**src/rtl/m00_rd_arbiter_pkg.sv**
```systemverilog
// Shared types and widths for the m00 read arbiter: the AR payload carried
// toward the exit pipeline, the route entry that steers R beats back to the
// requesting port, and the round-robin pick helper.
package m00_rd_arb_pkg;

    localparam int ADDR_W  = 33;
    localparam int DATA_W  = 256;
    localparam int ID_W    = 3;
    localparam int LEN_W   = 8;
    localparam int SIZE_W  = 3;
    localparam int BURST_W = 2;
    localparam int CACHE_W = 4;
    localparam int PROT_W  = 3;
    localparam int QOS_W   = 4;
    localparam int RESP_W  = 2;

    typedef struct packed {
        logic [ADDR_W-1:0]  addr;
        logic [LEN_W-1:0]   len;
        logic [SIZE_W-1:0]  size;
        logic [BURST_W-1:0] burst;
        logic [CACHE_W-1:0] cache;
        logic [PROT_W-1:0]  prot;
        logic [QOS_W-1:0]   qos;
    } ar_pld_t;

    typedef struct packed {
        logic            port;
        logic [ID_W-1:0] id;
    } route_t;

    // Two-way round robin: on contention the port not granted last wins,
    // otherwise the lone requester wins.
    function automatic logic rr_pick(input logic [1:0] req, input logic last_gnt);
        logic pick;
        if (req == 2'b11) pick = ~last_gnt;
        else              pick = req[1];
        return pick;
    endfunction

endpackage

```
**src/rtl/m00_rd_arbiter_if.sv**
```systemverilog
// AXI4 read-channel bundles for the m00 read arbiter.
// m00_rd_arbiter_s_if: an upstream port (carries AR id and R id).
// m00_rd_arbiter_m_if: the shared downstream port (no id on either channel).
interface m00_rd_arbiter_s_if;
    import m00_rd_arb_pkg::*;

    logic [ADDR_W-1:0]  araddr;
    logic [LEN_W-1:0]   arlen;
    logic [SIZE_W-1:0]  arsize;
    logic [BURST_W-1:0] arburst;
    logic [CACHE_W-1:0] arcache;
    logic [PROT_W-1:0]  arprot;
    logic [QOS_W-1:0]   arqos;
    logic [ID_W-1:0]    arid;
    logic               arvalid;
    logic               arready;
    logic [DATA_W-1:0]  rdata;
    logic [RESP_W-1:0]  rresp;
    logic [ID_W-1:0]    rid;
    logic               rlast;
    logic               rvalid;
    logic               rready;

    modport slave (
        input  araddr, arlen, arsize, arburst, arcache, arprot, arqos, arid, arvalid,
        output arready,
        output rdata, rresp, rid, rlast, rvalid,
        input  rready
    );

    modport master (
        output araddr, arlen, arsize, arburst, arcache, arprot, arqos, arid, arvalid,
        input  arready,
        input  rdata, rresp, rid, rlast, rvalid,
        output rready
    );
endinterface

interface m00_rd_arbiter_m_if;
    import m00_rd_arb_pkg::*;

    logic [ADDR_W-1:0]  araddr;
    logic [LEN_W-1:0]   arlen;
    logic [SIZE_W-1:0]  arsize;
    logic [BURST_W-1:0] arburst;
    logic [CACHE_W-1:0] arcache;
    logic [PROT_W-1:0]  arprot;
    logic [QOS_W-1:0]   arqos;
    logic               arvalid;
    logic               arready;
    logic [DATA_W-1:0]  rdata;
    logic [RESP_W-1:0]  rresp;
    logic               rlast;
    logic               rvalid;
    logic               rready;

    modport master (
        output araddr, arlen, arsize, arburst, arcache, arprot, arqos, arvalid,
        input  arready,
        input  rdata, rresp, rlast, rvalid,
        output rready
    );

    modport slave (
        input  araddr, arlen, arsize, arburst, arcache, arprot, arqos, arvalid,
        output arready,
        output rdata, rresp, rlast, rvalid,
        input  rready
    );
endinterface

```
**src/rtl/m00_rd_arbiter_route_fifo.sv**
```systemverilog
// Route FIFO: remembers {port, id} for every granted read burst so R beats
// can be steered back in issue order. Registered count, wrap-around pointers,
// no pass-through (a push into a full FIFO is ignored even with a pop).
module m00_rd_route_fifo
    import m00_rd_arb_pkg::*;
#(
    parameter int DEPTH = 8
)
(
    input  logic   aclk,
    input  logic   aresetn,
    input  logic   push,
    input  route_t wdata,
    input  logic   pop,
    output route_t rdata,
    output logic   full,
    output logic   empty
);

    localparam int PTR_W = $clog2(DEPTH);
    localparam int CNT_W = PTR_W + 1;

    route_t           mem [DEPTH];
    logic [PTR_W-1:0] wr_ptr;
    logic [PTR_W-1:0] rd_ptr;
    logic [CNT_W-1:0] count;
    logic             do_push;
    logic             do_pop;

    assign do_push = push & ~full;
    assign do_pop  = pop & ~empty;
    assign full    = (count == CNT_W'(DEPTH));
    assign empty   = (count == '0);
    assign rdata   = mem[rd_ptr];

    // Entry storage holds data only, so it carries no reset.
    always_ff @(posedge aclk) begin
        if (do_push) mem[wr_ptr] <= wdata;
    end

    // Pointers and occupancy; reset empties the FIFO and drops in-flight routes.
    always_ff @(posedge aclk) begin
        if (!aresetn) begin
            wr_ptr <= '0;
            rd_ptr <= '0;
            count  <= '0;
        end else begin
            if (do_push) wr_ptr <= wr_ptr + 1'b1;
            if (do_pop)  rd_ptr <= rd_ptr + 1'b1;
            case ({do_push, do_pop})
                2'b10:   count <= count + 1'b1;
                2'b01:   count <= count - 1'b1;
                default: count <= count;
            endcase
        end
    end

endmodule

```
**src/rtl/m00_rd_arbiter.sv**
```systemverilog
// m00 read arbiter: merges two AXI4 read ports onto the shared m00 read path.
// AR: round-robin grant into a 1-deep output register. R: beats steered to the
// port at the head of the route FIFO, popped on the last beat of each burst.
// Build option: define M00_RD_ARB_QOS_EN to let the higher arqos win, with
// round robin breaking equal-qos ties; undefined gives pure round robin.
module m00_rd_arbiter
    import m00_rd_arb_pkg::*;
#(
    parameter int ROUTE_DEPTH = 8
)
(
    input  logic               aclk,
    input  logic               aresetn,
    m00_rd_arbiter_s_if.slave  s0_axi,
    m00_rd_arbiter_s_if.slave  s1_axi,
    m00_rd_arbiter_m_if.master m_axi
);

    ar_pld_t    s0_pld;
    ar_pld_t    s1_pld;
    ar_pld_t    gnt_pld;
    ar_pld_t    ar_pld_p1;
    logic       ar_vld_p1;
    logic       last_gnt;
    logic [1:0] req;
    logic       arb_en;
    logic       gnt_vld;
    logic       gnt_port;
    route_t     push_entry;
    route_t     head;
    logic       fifo_full;
    logic       fifo_empty;
    logic       fifo_pop;
    logic       r_active;

    assign s0_pld = '{addr: s0_axi.araddr, len: s0_axi.arlen, size: s0_axi.arsize,
                      burst: s0_axi.arburst, cache: s0_axi.arcache,
                      prot: s0_axi.arprot, qos: s0_axi.arqos};
    assign s1_pld = '{addr: s1_axi.araddr, len: s1_axi.arlen, size: s1_axi.arsize,
                      burst: s1_axi.arburst, cache: s1_axi.arcache,
                      prot: s1_axi.arprot, qos: s1_axi.arqos};

    // Grant selection: arbitrate only when the output register can take a new
    // request and the route FIFO has room (registered full, so no pass-through).
    always_comb begin
        req      = {s1_axi.arvalid, s0_axi.arvalid};
        arb_en   = aresetn & (~ar_vld_p1 | m_axi.arready) & ~fifo_full;
        gnt_port = rr_pick(req, last_gnt);
`ifdef M00_RD_ARB_QOS_EN
        if (req == 2'b11 && s0_axi.arqos != s1_axi.arqos)
            gnt_port = (s1_axi.arqos > s0_axi.arqos);
`endif
        gnt_vld    = arb_en & (|req);
        gnt_pld    = gnt_port ? s1_pld : s0_pld;
        push_entry = '{port: gnt_port, id: (gnt_port ? s1_axi.arid : s0_axi.arid)};
    end

    assign s0_axi.arready = gnt_vld & ~gnt_port;
    assign s1_axi.arready = gnt_vld &  gnt_port;

    // ---- p1: AR output register ----
    // Load on grant, hold until the exit pipeline accepts; remember the winner.
    always_ff @(posedge aclk) begin
        if (!aresetn) begin
            ar_vld_p1 <= 1'b0;
            ar_pld_p1 <= '0;
            last_gnt  <= 1'b1;
        end else if (gnt_vld) begin
            ar_vld_p1 <= 1'b1;
            ar_pld_p1 <= gnt_pld;
            last_gnt  <= gnt_port;
        end else if (m_axi.arready) begin
            ar_vld_p1 <= 1'b0;
        end
    end

    assign m_axi.arvalid = ar_vld_p1;
    assign m_axi.araddr  = ar_pld_p1.addr;
    assign m_axi.arlen   = ar_pld_p1.len;
    assign m_axi.arsize  = ar_pld_p1.size;
    assign m_axi.arburst = ar_pld_p1.burst;
    assign m_axi.arcache = ar_pld_p1.cache;
    assign m_axi.arprot  = ar_pld_p1.prot;
    assign m_axi.arqos   = ar_pld_p1.qos;

    m00_rd_route_fifo #(
        .DEPTH (ROUTE_DEPTH)
    ) u_fifo (
        .aclk    (aclk),
        .aresetn (aresetn),
        .push    (gnt_vld),
        .wdata   (push_entry),
        .pop     (fifo_pop),
        .rdata   (head),
        .full    (fifo_full),
        .empty   (fifo_empty)
    );

    // ---- R return: steer beats to the head route; stall while no route exists ----
    assign r_active      = aresetn & ~fifo_empty;
    assign m_axi.rready  = r_active & (head.port ? s1_axi.rready : s0_axi.rready);
    assign s0_axi.rvalid = r_active & m_axi.rvalid & ~head.port;
    assign s1_axi.rvalid = r_active & m_axi.rvalid &  head.port;
    assign fifo_pop      = m_axi.rvalid & m_axi.rready & m_axi.rlast;

    assign s0_axi.rdata  = m_axi.rdata;
    assign s0_axi.rresp  = m_axi.rresp;
    assign s0_axi.rlast  = m_axi.rlast;
    assign s0_axi.rid    = head.id;
    assign s1_axi.rdata  = m_axi.rdata;
    assign s1_axi.rresp  = m_axi.rresp;
    assign s1_axi.rlast  = m_axi.rlast;
    assign s1_axi.rid    = head.id;

endmodule

```
**src/flat_wrapper.sv**
```systemverilog
// flat-port wrapper written by rule: the top's interface ports become plain ports
module m00_rd_arbiter_flat import m00_rd_arb_pkg::*;
#(
    parameter int ROUTE_DEPTH = 8
)
  (aclk, aresetn, s0_axi_araddr, s0_axi_arlen, s0_axi_arsize, s0_axi_arburst, s0_axi_arcache, s0_axi_arprot, s0_axi_arqos, s0_axi_arid, s0_axi_arvalid, s0_axi_arready, s0_axi_rdata, s0_axi_rresp, s0_axi_rid, s0_axi_rlast, s0_axi_rvalid, s0_axi_rready, s1_axi_araddr, s1_axi_arlen, s1_axi_arsize, s1_axi_arburst, s1_axi_arcache, s1_axi_arprot, s1_axi_arqos, s1_axi_arid, s1_axi_arvalid, s1_axi_arready, s1_axi_rdata, s1_axi_rresp, s1_axi_rid, s1_axi_rlast, s1_axi_rvalid, s1_axi_rready, m_axi_araddr, m_axi_arlen, m_axi_arsize, m_axi_arburst, m_axi_arcache, m_axi_arprot, m_axi_arqos, m_axi_arvalid, m_axi_arready, m_axi_rdata, m_axi_rresp, m_axi_rlast, m_axi_rvalid, m_axi_rready);
  m00_rd_arbiter_s_if s0_axi_i ();
  m00_rd_arbiter_s_if s1_axi_i ();
  m00_rd_arbiter_m_if m_axi_i ();
  input  logic aclk;
  input  logic aresetn;
  input wire logic [$bits(s0_axi_i.araddr)-1:0] s0_axi_araddr;
  input wire logic [$bits(s0_axi_i.arlen)-1:0] s0_axi_arlen;
  input wire logic [$bits(s0_axi_i.arsize)-1:0] s0_axi_arsize;
  input wire logic [$bits(s0_axi_i.arburst)-1:0] s0_axi_arburst;
  input wire logic [$bits(s0_axi_i.arcache)-1:0] s0_axi_arcache;
  input wire logic [$bits(s0_axi_i.arprot)-1:0] s0_axi_arprot;
  input wire logic [$bits(s0_axi_i.arqos)-1:0] s0_axi_arqos;
  input wire logic [$bits(s0_axi_i.arid)-1:0] s0_axi_arid;
  input wire logic [$bits(s0_axi_i.arvalid)-1:0] s0_axi_arvalid;
  output wire logic [$bits(s0_axi_i.arready)-1:0] s0_axi_arready;
  output wire logic [$bits(s0_axi_i.rdata)-1:0] s0_axi_rdata;
  output wire logic [$bits(s0_axi_i.rresp)-1:0] s0_axi_rresp;
  output wire logic [$bits(s0_axi_i.rid)-1:0] s0_axi_rid;
  output wire logic [$bits(s0_axi_i.rlast)-1:0] s0_axi_rlast;
  output wire logic [$bits(s0_axi_i.rvalid)-1:0] s0_axi_rvalid;
  input wire logic [$bits(s0_axi_i.rready)-1:0] s0_axi_rready;
  input wire logic [$bits(s1_axi_i.araddr)-1:0] s1_axi_araddr;
  input wire logic [$bits(s1_axi_i.arlen)-1:0] s1_axi_arlen;
  input wire logic [$bits(s1_axi_i.arsize)-1:0] s1_axi_arsize;
  input wire logic [$bits(s1_axi_i.arburst)-1:0] s1_axi_arburst;
  input wire logic [$bits(s1_axi_i.arcache)-1:0] s1_axi_arcache;
  input wire logic [$bits(s1_axi_i.arprot)-1:0] s1_axi_arprot;
  input wire logic [$bits(s1_axi_i.arqos)-1:0] s1_axi_arqos;
  input wire logic [$bits(s1_axi_i.arid)-1:0] s1_axi_arid;
  input wire logic [$bits(s1_axi_i.arvalid)-1:0] s1_axi_arvalid;
  output wire logic [$bits(s1_axi_i.arready)-1:0] s1_axi_arready;
  output wire logic [$bits(s1_axi_i.rdata)-1:0] s1_axi_rdata;
  output wire logic [$bits(s1_axi_i.rresp)-1:0] s1_axi_rresp;
  output wire logic [$bits(s1_axi_i.rid)-1:0] s1_axi_rid;
  output wire logic [$bits(s1_axi_i.rlast)-1:0] s1_axi_rlast;
  output wire logic [$bits(s1_axi_i.rvalid)-1:0] s1_axi_rvalid;
  input wire logic [$bits(s1_axi_i.rready)-1:0] s1_axi_rready;
  output wire logic [$bits(m_axi_i.araddr)-1:0] m_axi_araddr;
  output wire logic [$bits(m_axi_i.arlen)-1:0] m_axi_arlen;
  output wire logic [$bits(m_axi_i.arsize)-1:0] m_axi_arsize;
  output wire logic [$bits(m_axi_i.arburst)-1:0] m_axi_arburst;
  output wire logic [$bits(m_axi_i.arcache)-1:0] m_axi_arcache;
  output wire logic [$bits(m_axi_i.arprot)-1:0] m_axi_arprot;
  output wire logic [$bits(m_axi_i.arqos)-1:0] m_axi_arqos;
  output wire logic [$bits(m_axi_i.arvalid)-1:0] m_axi_arvalid;
  input wire logic [$bits(m_axi_i.arready)-1:0] m_axi_arready;
  input wire logic [$bits(m_axi_i.rdata)-1:0] m_axi_rdata;
  input wire logic [$bits(m_axi_i.rresp)-1:0] m_axi_rresp;
  input wire logic [$bits(m_axi_i.rlast)-1:0] m_axi_rlast;
  input wire logic [$bits(m_axi_i.rvalid)-1:0] m_axi_rvalid;
  output wire logic [$bits(m_axi_i.rready)-1:0] m_axi_rready;
  assign s0_axi_i.araddr = s0_axi_araddr;
  assign s0_axi_i.arlen = s0_axi_arlen;
  assign s0_axi_i.arsize = s0_axi_arsize;
  assign s0_axi_i.arburst = s0_axi_arburst;
  assign s0_axi_i.arcache = s0_axi_arcache;
  assign s0_axi_i.arprot = s0_axi_arprot;
  assign s0_axi_i.arqos = s0_axi_arqos;
  assign s0_axi_i.arid = s0_axi_arid;
  assign s0_axi_i.arvalid = s0_axi_arvalid;
  assign s0_axi_arready = s0_axi_i.arready;
  assign s0_axi_rdata = s0_axi_i.rdata;
  assign s0_axi_rresp = s0_axi_i.rresp;
  assign s0_axi_rid = s0_axi_i.rid;
  assign s0_axi_rlast = s0_axi_i.rlast;
  assign s0_axi_rvalid = s0_axi_i.rvalid;
  assign s0_axi_i.rready = s0_axi_rready;
  assign s1_axi_i.araddr = s1_axi_araddr;
  assign s1_axi_i.arlen = s1_axi_arlen;
  assign s1_axi_i.arsize = s1_axi_arsize;
  assign s1_axi_i.arburst = s1_axi_arburst;
  assign s1_axi_i.arcache = s1_axi_arcache;
  assign s1_axi_i.arprot = s1_axi_arprot;
  assign s1_axi_i.arqos = s1_axi_arqos;
  assign s1_axi_i.arid = s1_axi_arid;
  assign s1_axi_i.arvalid = s1_axi_arvalid;
  assign s1_axi_arready = s1_axi_i.arready;
  assign s1_axi_rdata = s1_axi_i.rdata;
  assign s1_axi_rresp = s1_axi_i.rresp;
  assign s1_axi_rid = s1_axi_i.rid;
  assign s1_axi_rlast = s1_axi_i.rlast;
  assign s1_axi_rvalid = s1_axi_i.rvalid;
  assign s1_axi_i.rready = s1_axi_rready;
  assign m_axi_araddr = m_axi_i.araddr;
  assign m_axi_arlen = m_axi_i.arlen;
  assign m_axi_arsize = m_axi_i.arsize;
  assign m_axi_arburst = m_axi_i.arburst;
  assign m_axi_arcache = m_axi_i.arcache;
  assign m_axi_arprot = m_axi_i.arprot;
  assign m_axi_arqos = m_axi_i.arqos;
  assign m_axi_arvalid = m_axi_i.arvalid;
  assign m_axi_i.arready = m_axi_arready;
  assign m_axi_i.rdata = m_axi_rdata;
  assign m_axi_i.rresp = m_axi_rresp;
  assign m_axi_i.rlast = m_axi_rlast;
  assign m_axi_i.rvalid = m_axi_rvalid;
  assign m_axi_rready = m_axi_i.rready;
  m00_rd_arbiter #(.ROUTE_DEPTH(ROUTE_DEPTH)) u_core (.aclk(aclk), .aresetn(aresetn), .s0_axi(s0_axi_i), .s1_axi(s1_axi_i), .m_axi(m_axi_i));
endmodule
```
**config.mk**
```make
export PLATFORM = sky130hd
export DESIGN_NAME = m00_rd_arbiter_flat
export DESIGN_NICKNAME = d
export VERILOG_FILES = /design/src/rtl/m00_rd_arbiter_pkg.sv /design/src/rtl/m00_rd_arbiter_if.sv /design/src/rtl/m00_rd_arbiter_route_fifo.sv /design/src/rtl/m00_rd_arbiter.sv /design/src/flat_wrapper.sv
export SDC_FILE = /design/constraint.sdc
export NUM_CORES = 1
export LEC_CHECK = 0
export CAP_MARGIN = 0
export CORE_AREA = 2 2 381 383
export CTS_BUF_LIST = sky130_fd_sc_hd__clkbuf_4 sky130_fd_sc_hd__clkbuf_8
export DETAILED_ROUTE_END_ITERATION = 8
export DIE_AREA = 0 0 383 385
export PLACE_DENSITY_LB_ADDON = 0.25
export SYNTH_ARGS = -nofsm -noshare
export SYNTH_HDL_FRONTEND = slang
export SYNTH_SLANG_ARGS = --single-unit
export TNS_END_PERCENT = 20
```
**constraint.sdc**
```tcl
create_clock -name aclk -period 8.6 [get_ports aclk]
set_clock_uncertainty 0.1 [all_clocks]
set_input_delay 1.29 -clock aclk [delete_from_list [all_inputs] [get_ports aclk]]
set_output_delay 1.29 -clock aclk [all_outputs]
set_load 0.03 [all_outputs]
```
==> summary.txt, run 1 <==
Outcome
  – Status: completed

Critical path
  – Critical-path cell list: clkdlybuf4s50_1 -> o21ai_1 -> a211oi_4 -> buf_4 -> and2_1 -> clkdlybuf4s50_1
  – Critical-path maximum fanout: 24
  – Reg2Reg Setup Slack: 5.13 ns
  – CP max stage delay: 0.69 ns
  – Most used cell, CP: clkdlybuf4s50_1
  – CP startpoint kind: primary input
  – WP buf/inv: 3
  – Worst reg2reg path endpoint: u_core.u_fifo.count[2]$_SDFFE_PN0P_
  – CP required: 7.21 ns
  – R2r worst-path depth: 10
  – Cell family with most CP delay: buffers and inverters
  – Crit Path Class: in -> out
  – CP endpoint kind: output pin
  – Worst Path Arrival: 3.74 ns
  – CP max stage cell: clkdlybuf4s50_1

Clock network
  – Resize count post-CTS: 0
  – Clk_lat worst skew: 0.47 ns
  – Hold buffers post-CTS: 0
  – Clock slew at reported path FFs: 0.13 ns
  – CTS tree: done
  – Postcts setup bufs: 0
  – CTS Buffer Depth: 2
  – H-tree depth: 3
  – TritonCTS Buffers: 9
  – CTS sink cnt: 104
  – CTS root buf: clkbuf_8

Worst hold path
  – Hold Path Class: reg -> reg
  – Hold Crit Start: u_core.u_fifo.rd_ptr[2]$_SDFFE_PN0P_
  – Hold path cells: 1
  – Hold EP: u_core.u_fifo.rd_ptr[2]$_SDFFE_PN0P_

Power and ir drop
  – Total power: 1210 uW
  – P per Cell Area: 134 nW/um^2
  – VDD IR max: 0.0633 mV
  – Lkg Pwr: 0.00245 uW

Synth
  – Most used DFF post-synth: dfxtp_1
  – Sequential area share after synthesis: 28.4%
  – Post-synth ARST share: 0%
  – Syn Nets: 1306
  – Post-synth cell types: 39
  – Mean Syn Cell Area: 9.24 um^2
  – Mapped Cells: 914
  – Synth Cell Area: 8450 um^2
  – Number of synthesized flops with an enable pin: 32
  – Synth warn: 0
  – #FFs+latches synth: 104

STA
  – Max Fclk: 0.195 GHz
  – Period minus WS final: 5.13 ns
  – Unrepaired setup endpoints after global routing: no
  – Worst Tran Pin Value: 0.970 ns
  – Hold Violations, Final: 0
  – Worst setup margin: 3.47 ns
  – Setup TNS: 0 ns
  – Finish-stage setup viols: 0
  – Hold slack: 0.368 ns
  – Worst slew margin: 35.2%
  – Fin crit share: 59.6%
  – Fin. max-slew vios: 0

Floorplan
  – I/O Pins: 974
  – Die Wd: 383 um
  – Initial Utilization: 5.90%
  – Core area: 143000 um^2
  – Die footprint: 147000 um^2
  – Die height: 385 um
  – Row count: 139

Detailed routing
  – Residual DRC: 0
  – DR vias: 4442
  – Post-Route WL: 31800 um
  – First-pass DRT Iterations: 4
  – DRT iter0 DRCs: 134
  – Post-DRT Antenna Nets: 0
  – Via/cell ratio: 1.79
  – WL/cell: 12.8 um

Finish
  – Share of layout cells above drive strength 1: 6.69%
  – # fillers: 16751
  – Storage cell area: 2400 um^2
  – Final nets: 970
  – Synth-to-layout area growth: 7.03%
  – Multi-input logic area: 2010 um^2

GRT
  – Largest net degree at the start of global routing: 93
  – Initial antenna violation count: 1
  – Tot GR Track Use: 4.18%
  – Vias in the first global route: 4660
  – First-pass GRT wire length: 41000 um
  – Gr ovfl total: 0

Place
  – Worst slack, placed: 3.40 ns
  – I/O Buffers: 199
  – DP Wirelength: 25400 um
  – Final Wtd Congestion: 0.687

Job
  – MaxCap Viol Count: 0
## worst reg2reg max path: cells and delay by family (launching register included)
| kind | cells | cell delay, ns |
|---|---|---|
| flip-flops | 1 | 0.65 |
| XOR/XNOR | 2 | 0.34 |
| AND/OR/NAND/NOR | 1 | 0.31 |
| AO/OA/AOI/OAI | 2 | 0.18 |
| adder cells (fa/ha/maj) | 2 | 0.49 |
| multiplexers | 3 | 1.35 |
## logic make-up (layout without fill, tap and decap cells)
family	after synthesis	in the layout	synth area share, %
buf+inv	554	223	48.1
other cells	0	2	0
fa+ha+maj	5	5	0.740
compound gates	69	69	5.95
flops	104	104	28.4
simple gates	99	99	5.11
mux	76	76	10.8
xor+xnor	7	7	0.815
## state kept, by name, indices dropped and copies added (netlist names), named ones only
signal and flops:
u_core.m_axi.arprot 3, u_core.m_axi.arvalid 1, u_core.m_axi.araddr 33, u_core.m_axi.arcache 4
u_core.u_fifo.wr_ptr 3, u_core.m_axi.arlen 8, u_core.m_axi.arqos 4, u_core.u_fifo.rd_ptr 3
u_core.u_fifo.count 4, u_core.m_axi.arsize 3, u_core.last_gnt 1, u_core.m_axi.arburst 2
u_core.u_fifo.mem 32
## stage by stage
stage / cells / utilization (%) / cell area, um^2
2_1_floorplan: 914 / - / 8450
3_3_place_gp: 2470 / 6.19 / 8850
5_1_grt: 2486 / 6.31 / 9040
3_5_place_dp: 2470 / 6.19 / 8850
6_report: 2488 / 6.32 / 9040
4_1_cts: 2486 / 6.31 / 9040
## synth_stat cells, drive strengths merged (4+ instances only)
cell    number  area [um^2]
ha           5         62.6
nand2       12         47.6
a211oi      58          435
dfxtp       72         1440
o21ai        5         25.0
edfxtp      32          961
mux2         6         67.6
buf        541         4020
xor2         4         35.0
mux2i       62          646
nor2        67          251
mux4         8          203
clkbuf      11         41.3
nor2b        4         25.0
## metal layers
metal	part of all wire [%]	vias up	global-route usage, %
met4	4.7	4	2.44
met2	38	582	5.19
met1	35	1899	4.04
li1	-	1835	-
met5	0.74	-	1.43
met3	21	122	4.52
## cells in the final DEF, fill, tap and decap left out, types with 5 or more instances in the layout
cell               n
buf_4              5
edfxtp_1          32
dfxtp_1           72
mux2i_1           60
clkdlybuf4s50_1  199
nand2_1           11
ha_1               5
clkbuf_8           9
mux2_2             6
a211oi_1          57
nor2_1            67
mux4_1             6
## worst max path at each step
stage / startpoint / end / slack [ns] / cells past startpoint
final: aresetn / s1_axi_arready / 3.47 / 6
after global routing: aresetn / s1_axi_arready / 3.30 / 6
after CTS: aresetn / s1_axi_arready / 3.39 / 6
after detailed placement: aresetn / s1_axi_arready / 3.40 / 6
after global placement: aresetn / s1_axi_arready / 3.43 / 6
after floorplan: s1_axi_arvalid / s0_axi_arready / 4.84 / 4
## final cells by class
class                           count  area share [%]
Inverter                            2          0.0968
Sequential cell                   104            26.6
Clock inverter                      6           0.595
Multi-Input combinational cell    256            22.2
Clock buffer                       10            1.45
Timing Repair Buffer              205            22.7
Antenna cell                        2          0.0553
Tap cell                         1903            26.3
## power breakdown
part | switching [uW] | internal (uW)
Combinational | 164 | 147
Sequential | 20.0 | 538
Clock | 232 | 113
No activity file was read; power rests on OpenSTA's default activity.
==> run 2, diff against run 1 <==
--- a/config.mk
+++ b/config.mk
@@ -6,10 +6,10 @@
 export NUM_CORES = 1
 export LEC_CHECK = 0
 export CAP_MARGIN = 0
-export CORE_AREA = 2 2 381 383
+export CORE_AREA = 2 2 378 380
 export CTS_BUF_LIST = sky130_fd_sc_hd__clkbuf_4 sky130_fd_sc_hd__clkbuf_8
 export DETAILED_ROUTE_END_ITERATION = 8
-export DIE_AREA = 0 0 383 385
+export DIE_AREA = 0 0 380 382
 export PLACE_DENSITY_LB_ADDON = 0.25
 export SYNTH_ARGS = -nofsm -noshare
 export SYNTH_HDL_FRONTEND = slang
==> constraint.sdc (replaced) <==
create_clock -name aclk -period 5 [get_ports aclk]
set_clock_uncertainty 0.1 [all_clocks]
set_input_delay 0.75 -clock aclk [delete_from_list [all_inputs] [get_ports aclk]]
set_output_delay 0.75 -clock aclk [all_outputs]
set_load 0.03 [all_outputs]
==> run 2 against run 1 <==
Effect of this change: worst hold slack got worse by 0.0027 ns; sequential cell count unchanged; combinational power increased by 74%; worst setup slack got worse by 2.3 ns; critical endpoint is now m_axi_rready; largest cell class unchanged; first-iteration DRC count increased by 20%; global-route usage increased by 0.35 points; sequential power increased by 72%.
==> summary.txt, run 2 (synthesized netlist as in run 1, its figures left out) <==
Detailed routing
  – Post-DRT Antenna Nets: 0 (unchanged)
  – Residual DRC: 0 (unchanged)
  – DRT iter0 DRCs: 161 (+20%)
  – Post-Route WL: 33800 um (+6.5%)
  – Via/cell ratio: 1.83 (+2.7%)
  – WL/cell: 13.7 um (+7.1%)
  – DR vias: 4534 (+2.1%)
  – First-pass DRT Iterations: 4 (unchanged)

Power and ir drop
  – Reg power frac: 46.0% (about the same)
  – VDD IR max: 0.153 mV (+140%)
  – Clock Power Share: 28.2% (-0.2 points)
  – P per Cell Area: 231 nW/um^2 (+72%)
  – Lkg Pwr: 0.00246 uW (+0.60%)
  – Comb pwr share: 25.8% (+0.2 points)
  – Sw Ratio: 34.3% (about the same)
  – Internal: 1370 uW (+72%)
  – Psw: 717 uW (+72%)

GRT
  – Tot GR Track Use: 4.53% (+0.35 points)
  – Vias in the first global route: 4988 (+7.0%)
  – Gr ovfl total: 0 (unchanged)
  – Largest net degree at the start of global routing: 115 (+24%)
  – Initial antenna violation count: 3 (+2)
  – First-pass GRT wire length: 44100 um (+7.7%)

STA
  – Fin. max-slew vios: 0 (unchanged)
  – Finish-stage setup viols: 0 (unchanged)
  – Fin crit share: 76.1%
  – Worst setup margin: 1.20 ns (-2.28 ns)
  – Setup TNS: 0 ns (unchanged)
  – Hold slack: 0.365 ns (-0.00268 ns)
  – Worst slew margin: 37.6% (+2.4 points)
  – Unrepaired setup endpoints after global routing: no
  – Worst Tran Pin Value: 0.936 ns (-0.0340 ns)
  – Hold Violations, Final: 0 (unchanged)
  – Period minus WS final: 3.80 ns
  – Max Fclk: 0.263 GHz

Critical path
  – CP startpoint kind: flop
  – Critical-path maximum fanout: 8 (-67%)
  – Cell depth of the worst setup path: 5 (-1)
  – R2r worst-path depth: 10 (unchanged)
  – WP buf/inv: 1 (-2)
  – CP max stage delay: 0.68 ns (about the same)
  – Worst reg2reg path endpoint: u_core.u_fifo.count[2]$_SDFFE_PN0P_
  – Critical-path cell list: mux4_2 -> mux2i_4 -> mux2i_1 -> nor2b_1 -> clkdlybuf4s50_1
  – CP endpoint kind: output pin
  – Crit Path Class: reg -> out
  – Worst Path Arrival: 2.95 ns (-0.79 ns)
  – CP max stage cell: clkdlybuf4s50_1
  – Cell family with most CP delay: multiplexers
  – CP required: 4.15 ns (-3.06 ns)
  – Reg2Reg Setup Slack: 1.53 ns (-3.60 ns)

Finish
  – Synth-to-layout area growth: 6.92%
  – Commonest non-fill, non-tap cell in the layout: clkdlybuf4s50_1
  – Most frequent cells in the layout: clkdlybuf4s50_1, dfxtp_1, nor2_1
  – Share of layout cells above drive strength 1: 6.69% (unchanged)
  – Final nets: 970 (unchanged)
  – N_diodes: 0 (-2)
  – Max FFs per register: 33 (unchanged)

Worst hold path
  – Hold Path Class: reg -> reg
  – Hold path cells: 1 (unchanged)
  – Hold Crit Start: u_core.u_fifo.rd_ptr[2]$_SDFFE_PN0P_

Clock network
  – Clk_lat worst skew: 0.49 ns (+0.02 ns)
  – CTS Buffer Depth: 2 (unchanged)
  – CTS tree: done
  – H-tree depth: 3 (unchanged)
  – CTS root buf: clkbuf_8
  – TritonCTS Buffers: 9 (unchanged)
  – Clock slew at reported path FFs: 0.12 ns (about the same)
  – Resize count post-CTS: 0 (unchanged)
  – CTS sink cnt: 104 (unchanged)
  – Hold buffers post-CTS: 0 (unchanged)
  – Postcts setup bufs: 0 (unchanged)

Floorplan
  – Die height: 382 um (-0.78%)
  – Core area: 141000 um^2 (-1.6%)
  – Initial Utilization: 6.00% (+0.094 points)
  – I/O Pins: 974 (unchanged)
  – Row count: 138 (-0.72%)
  – Die Wd: 380 um (-0.78%)
  – Die footprint: 145000 um^2 (-1.6%)

Outcome
  – Status: completed

Place
  – DP Wirelength: 27100 um (+6.4%)
  – Final Wtd Congestion: 0.675 (-1.7%)
  – I/O Buffers: 199 (unchanged)
  – Worst slack, placed: 1.19 ns (-2.21 ns)

Job
  – MaxCap Viol Count: 0 (unchanged)
[run 2: changes by cell type in the layout (fill, tap and decap cells not counted)]
cell             delta
clkinvlp_4          -1
inv_2               +1
buf_12              +2
clkdlybuf4s50_1     -1
inv_4               +2
diode_2             -2
buf_4               -1
clkinv_2            -1
nor4b_1             +1
nor4b_2             -1
clkinv_4            -1
[run 2: metrics by stage]
step           util (%)  cell area, um^2  total power, uW  std cells
2_1_floorplan         -             8450             2020        914
3_3_place_gp       6.28             8850             1530       2457
3_5_place_dp       6.28             8850             1530       2457
4_1_cts            6.41             9030             2190       2473
5_1_grt            6.41             9030             2240       2473
6_report           6.41             9030             2090       2473
[run 2: worst max-delay path by stage]
stage,start,end,slack [ns]
floorplan,flop,u_core.u_fifo.count[2]$_SDFFE_PN0P_,2.10
global placement,aresetn,u_core.u_fifo.count[2]$_SDFFE_PN0P_,1.19
detailed placement,aresetn,u_core.u_fifo.count[2]$_SDFFE_PN0P_,1.19
CTS,flop,m_axi_rready,1.04
global route,flop,m_axi_rready,0.99
finish,flop,m_axi_rready,1.20
[run 2: final cells by class]
type,instances,area [um^2]
tap,1890,2360
sequential,104,2400
fill,16585,132000
multi-input combinational,256,2010
clock buffer,10,131
inverter,2,7.51
clock inverter,6,50.0
timing repair buffer,205,2070
[run 2: power groups by stage]
stage,Combinational (uW),Sequential [uW],Clock [uW]
2_1_floorplan,963,1050,0
3_5_place_dp,553,981,0
5_1_grt,583,972,681
6_report,540,962,589
4_1_cts,555,963,669
3_3_place_gp,553,980,0
[run 2: metal layers]
layer	wire (um)	vias up	GRT usage [%]
met5	163	-	1.26
met1	12500	1994	4.68
li1	-	1821	-
met2	13000	601	5.65
met3	6960	112	4.70
met4	1200	6	2.16
